$ cat config.mk
export PLATFORM = sky130hd
export DESIGN_NAME = fifo_sync_ctrl
export DESIGN_NICKNAME = d
export VERILOG_FILES = /design/src/rtl/fifo_sync_ctrl.sv
export SDC_FILE = /design/constraint.sdc
export NUM_CORES = 1
export LEC_CHECK = 0
export BUFFER_PORTS_ARGS = -buffer_cell sky130_fd_sc_hd__buf_2
export CORE_AREA = 2 2 95 97
export DETAILED_ROUTE_END_ITERATION = 10
export DIE_AREA = 0 0 97 99
export HOLD_SLACK_MARGIN = 0.08
export PLACE_DENSITY = 0.74
export SKIP_CTS_REPAIR_TIMING = 1
export SYNTH_ARGS = -nofsm -noshare
export SYNTH_HDL_FRONTEND = slang
export SYNTH_SLANG_ARGS = --single-unit
$ cat constraint.sdc
create_clock -name clk -period 3.15 [get_ports clk]
set_input_delay 0.63 -clock clk [delete_from_list [all_inputs] [get_ports clk]]
set_output_delay 0.63 -clock clk [all_outputs]
set_load 0.005 [all_outputs]
$ cat src/rtl/fifo_sync_ctrl.sv
// fifo_sync_ctrl: round-robin write arbiter and read sequencer in front of fifo_sync, issuing one FIFO op per cycle.
// Define FIFO_SYNC_CTRL_CHECK_EN to compile the sticky flag-consistency checker driving err.
module fifo_sync_ctrl #(
   parameter int NUM_REQ    = 4,
   parameter int DATA_WIDTH = 32,
   parameter int FIFO_DEPTH = 8
) (
   input  logic                             clk,
   input  logic                             rst,
   input  logic [NUM_REQ-1:0]               req_valid,
   input  logic [NUM_REQ*DATA_WIDTH-1:0]    req_data,
   output logic [NUM_REQ-1:0]               req_ready,
   input  logic                             rd_req,
   output logic                             rd_valid,
   output logic [DATA_WIDTH-1:0]            rd_data,
   output logic                             fifo_cs,
   output logic                             fifo_wr_en,
   output logic                             fifo_rd_en,
   output logic [DATA_WIDTH-1:0]            fifo_data_in,
   input  logic [DATA_WIDTH-1:0]            fifo_data_out,
   input  logic                             fifo_full,
   input  logic                             fifo_empty,
   output logic [$clog2(FIFO_DEPTH+1)-1:0]  count,
   output logic                             err
);
   localparam int CNT_W = $clog2(FIFO_DEPTH + 1);
   localparam int PTR_W = $clog2(NUM_REQ);
   localparam logic [CNT_W-1:0] DEPTH_C = CNT_W'(FIFO_DEPTH);
   localparam logic [PTR_W-1:0] LAST_REQ = PTR_W'(NUM_REQ - 1);

   typedef enum logic [1:0] {OP_IDLE, OP_WRITE, OP_READ} op_e;

   op_e                   op;
   op_e                   last_op_q, last_op_d;
   logic [CNT_W-1:0]      count_q, count_d;
   logic [PTR_W-1:0]      rr_ptr_q, rr_ptr_d;
   logic                  rd_pend_q, rd_pend_d;
   logic [DATA_WIDTH-1:0] data_in_q, data_in_d;
   logic [PTR_W-1:0]      winner;
   logic                  found;
   logic                  wr_cand, rd_cand;

   // First valid requester at or above rr_ptr, wrapping back to 0.
   always_comb begin
      int               idx;
      logic [PTR_W-1:0] cand;
      winner = '0;
      found  = 1'b0;
      idx    = 0;
      cand   = '0;
      for (int k = 0; k < NUM_REQ; k++) begin
         idx = int'(rr_ptr_q) + k;
         if (idx >= NUM_REQ) idx = idx - NUM_REQ;
         cand = PTR_W'(idx);
         if (!found && req_valid[cand]) begin
            found  = 1'b1;
            winner = cand;
         end
      end
   end

   always_comb begin
      wr_cand = (|req_valid) && (count_q < DEPTH_C);
      rd_cand = rd_req && (count_q != '0);
      op      = OP_IDLE;
      if (rst)
         op = OP_IDLE;
      else if (wr_cand && rd_cand)
         op = (last_op_q == OP_READ) ? OP_WRITE : OP_READ;
      else if (wr_cand)
         op = OP_WRITE;
      else if (rd_cand)
         op = OP_READ;
   end

   always_comb begin
      fifo_cs    = 1'b0;
      fifo_wr_en = 1'b0;
      fifo_rd_en = 1'b0;
      req_ready  = '0;
      count_d    = count_q;
      rr_ptr_d   = rr_ptr_q;
      last_op_d  = last_op_q;
      rd_pend_d  = 1'b0;
      data_in_d  = data_in_q;
      case (op)
         OP_WRITE: begin
            fifo_cs           = 1'b1;
            fifo_wr_en        = 1'b1;
            req_ready[winner] = 1'b1;
            data_in_d         = req_data[winner*DATA_WIDTH +: DATA_WIDTH];
            count_d           = count_q + CNT_W'(1);
            rr_ptr_d          = (winner == LAST_REQ) ? '0 : winner + PTR_W'(1);
            last_op_d         = OP_WRITE;
         end
         OP_READ: begin
            fifo_cs    = 1'b1;
            fifo_rd_en = 1'b1;
            count_d    = count_q - CNT_W'(1);
            last_op_d  = OP_READ;
            rd_pend_d  = 1'b1;
         end
         default: ;
      endcase
   end

   always_ff @(posedge clk) begin
      if (rst) begin
         count_q   <= '0;
         rr_ptr_q  <= '0;
         last_op_q <= OP_READ;
         rd_pend_q <= 1'b0;
      end else begin
         count_q   <= count_d;
         rr_ptr_q  <= rr_ptr_d;
         last_op_q <= last_op_d;
         rd_pend_q <= rd_pend_d;
      end
   end

   // Idle cycles keep presenting the last written word.
   always_ff @(posedge clk) begin
      data_in_q <= data_in_d;
   end

   assign fifo_data_in = data_in_d;
   assign rd_valid     = rd_pend_q;
   assign rd_data      = fifo_data_out;
   assign count        = count_q;

`ifdef FIFO_SYNC_CTRL_CHECK_EN
   logic err_q, err_d;

   always_comb begin
      err_d = err_q;
      if ((fifo_full != (count_q == DEPTH_C)) || (fifo_empty != (count_q == '0)))
         err_d = 1'b1;
   end

   always_ff @(posedge clk) begin
      if (rst) err_q <= 1'b0;
      else     err_q <= err_d;
   end

   assign err = err_q;
`else
   logic unused_flags;
   assign unused_flags = fifo_full ^ fifo_empty;
   assign err          = 1'b0;
`endif

endmodule

==> flow_summary.json <==
{
  "worst-path-max-fanout": 17,
  "syn2layout_area_growth_pct": 36.7,
  "clkLatencyLatePin_ns": 0.29,
  "clock-sinks": 41,
  "layout-drive-gt1-share_pct": 56.3,
  "regArea_um2": 821,
  "wirelength_um": 8670,
  "timing.rr.start": "count[3]$_SDFFE_PP0P_",
  "initial_core_util_pct": 35.1,
  "rows": 34,
  "fmax_mhz": 325,
  "netlist_instances": 326,
  "first_global_vias": 2875,
  "tns_ns": 0,
  "p_int_mw": 1.47,
  "diodes": 0,
  "worstHoldPathCells": 1,
  "p_sw_mw": 0.868,
  "cts_tree": "done",
  "multiInputGateArea_um2": 1910,
  "grt_pass1_wl_um": 13300,
  "synthAdderAreaFrac_pct": 4.00,
  "status": "finished, final reports clean",
  "worstHoldPathType": "reg -> reg",
  "grt_max_degree": 33,
  "place_congestion": 0.803,
  "synth_simple_gate_area_share_pct": 14.4,
  "crit_chain": "buf_2, nor4_4, nor2_1, a211o_1, ha_4, and2_2, buf_12, a211oi_4, buf_2",
  "wire_per_inst_um": 15.0,
  "timing.rr.end": "count[3]$_SDFFE_PP0P_",
  "post-route-period-util_pct": 97.7,
  "antenna_found_initial": 0,
  "yosys.area.top_type": "dfxtp_1",
  "clockPowerShare_pct": 14.9,
  "drv_slew": 0,
  "required_ns": 2.52,
  "clockBufferDepth": 2,
  "numPortBuffers": 178,
  "reg2regPathDepth": 10,
  "ir_drop_mv": 0.217,
  "ys_ff_latch": 41,
  "yosysTopAreaCellShare_pct": 27.3,
  "powerDensity_nw_per_um2": 569,
  "arrival_ns": 2.45,
  "seq_area_frac_synth_pct": 27.3,
  "grt_remaining_overflow": 0,
  "ant_nets": 0,
  "placedCellCount": 572,
  "hold_start": "last_op_q[1]$_SDFFE_PP1P_",
  "syn_area_um2": 3010,
  "cp-start-kind": "input port",
  "grt.total_usage_pct": 16.7,
  "drc_errors": 0,
  "vias": 2929,
  "cts_made_buffers": 5,
  "synth_xor_area_share_pct": 0.874,
  "utilization_pct": 48.0,
  "synth_area_leaders": "dfxtp_1 (27%), a211oi_2 (16%), mux2i_1 (11%)",
  "leakage_nw": 2.05,
  "syn-num-nets": 504,
  "path_clk_slew_ns": 0.08,
  "avgSynthCellArea_um2": 9.22,
  "drtIter0Drc": 48,
  "finalPower_mw": 2.34,
  "swShare_pct": 37.2,
  "min_to": "last_op_q[1]$_SDFFE_PP1P_",
  "die_area_um2": 9600,
  "cpMaxStageDelayCell": "a211o_1",
  "fin_skew_ns": 0.00816,
  "final_nets": 649,
  "coreArea_um2": 8550,
  "cts-root-buf": "clkbuf_8",
  "seqPwrFrac_pct": 33.4,
  "fillCellCount": 816,
  "io_pins": 246,
  "synth_top_family_by_area": "compound AO/OA/AOI/OAI gates",
  "setup.worst_path.end_class": "primary output",
  "combPwrFrac_pct": 51.7,
  "timing.final.crit_period_ns": 3.08,
  "detailed_place_hpwl_um": 6440,
  "synth.distinct_cells": 36,
  "worst_path_most_repeated_cell": "buf_2",
  "layoutNonFillerInstCount": 579,
  "critPathMaxStageDelay_ns": 0.31,
  "synth_compound_area_share_pct": 26.4,
  "max_cap_violations": 0,
  "h-tree-depth": 2,
  "dieHeight_um": 99,
  "worst-r2r-setup-slack_ns": 0.66,
  "first_pass_iters": 4,
  "finalSetupViolations": 0,
  "critPathKind": "in -> out",
  "final_hold_viol_count": 0,
  "viasPerCell": 5.06,
  "synth.mux.area_fraction_pct": 11.4,
  "yosys_warnings": 0,
  "die_w_um": 97
}
routing by layer:
metal,vias to the layer above,part of all wire (%),global-route usage (%)
met4,0,1.9,6.72
met5,-,0,0
li1,1434,-,-
met1,1363,41,18.6
met2,114,52,30.9
met3,18,5.8,3.62
layout by cell type, fill, tap and decap left out, types with 6 or more instances in the layout:
cell type and count:
buf_2 178, ha_1 7, and3_1 32, a211oi_2 49, mux2i_1 33, buf_12 6
buf_4 12, a211oi_1 10, inv_1 9, clkbuf_8 6, nor2_1 41, a21oi_1 6
dfxtp_1 41, a211oi_4 6
area by class of cell:
| type | count | area share [%] |
|---|---|---|
| sequential | 41 | 20.0 |
| inverter | 10 | 0.975 |
| clock buffer | 7 | 2.10 |
| multi-input combinational | 216 | 46.6 |
| tap | 108 | 3.29 |
| timing repair buffer | 197 | 27.1 |
how the worst max path moves through the flow:
stage	start	depth (start not counted)	slack [ns]	to
floorplan	req_valid[3]	8	0.16	fifo_data_in[24]
global placement	req_valid[3]	9	-0.02	fifo_data_in[29]
detailed placement	req_valid[3]	9	-0.06	fifo_data_in[29]
CTS	count[0]$_SDFFE_PP0P_	8	-0.11	fifo_data_in[29]
global route	count[3]$_SDFFE_PP0P_	9	-0.006	fifo_data_in[1]
finish	req_valid[3]	9	0.07	fifo_data_in[11]
power groups by stage:
| stage | combinational [mW] | clock [mW] | sequential (mW) |
|---|---|---|---|
| 4_1_cts | 1.13 | 0.374 | 0.775 |
| 3_3_place_gp | 1.10 | 0 | 0.780 |
| 5_1_grt | 1.32 | 0.390 | 0.803 |
| 3_5_place_dp | 1.13 | 0 | 0.787 |
| 6_report | 1.21 | 0.347 | 0.781 |
| 2_1_floorplan | 0.727 | 0 | 0.772 |
cells in the mapped netlist (all sizes together):
master / n
mux2: 1
a21boi: 1
nor2: 41
and3: 32
nor3: 2
nand2: 3
o22ai: 1
or3: 1
ha: 8
conb: 1
nor2b: 1
buf: 46
mux2i: 33
o21ai: 2
fa: 1
o221ai: 1
a211oi: 65
a21o: 2
nor4: 1
dfxtp: 41
a211o: 2
inv: 10
and2: 6
o41ai: 1
a21oi: 6
xor2: 1
xnor2: 2
clkbuf: 13
o32a: 1
metrics by stage:
step / instance area, µm² / worst slack [ns] / hold slack, ns
2_1_floorplan: 3010 / 0.164 / 0.432
3_3_place_gp: 3840 / -0.0160 / 0.441
3_5_place_dp: 3840 / -0.0647 / 0.456
4_1_cts: 3930 / -0.113 / 0.476
5_1_grt: 4110 / -0.00645 / 0.496
6_report: 4110 / 0.0720 / 0.472
flip-flops by register name, summed over array words and instances, names as in the netlist:
register,flops
count,4
data_in_q,32
last_op_q,2
rd_valid,1
rr_ptr_q,2
logic make-up after synthesis:
family                   after synthesis
AND/OR/NAND/NOR                       87
AO/OA/AOI/OAI                         82
buffers and inverters                 69
flip-flops                            41
multiplexers                          34
adder cells (fa/ha/maj)                9
XOR/XNOR                               3
other                                  1
worst max-delay path, delay by kind of cell:
kind | cells | cell delay [ns]
fa+ha+maj | 1 | 0.20
compound gates | 2 | 0.60
simple gates | 3 | 0.55
buf+inv | 3 | 0.45
No activity file was read; power rests on OpenSTA's default activity.
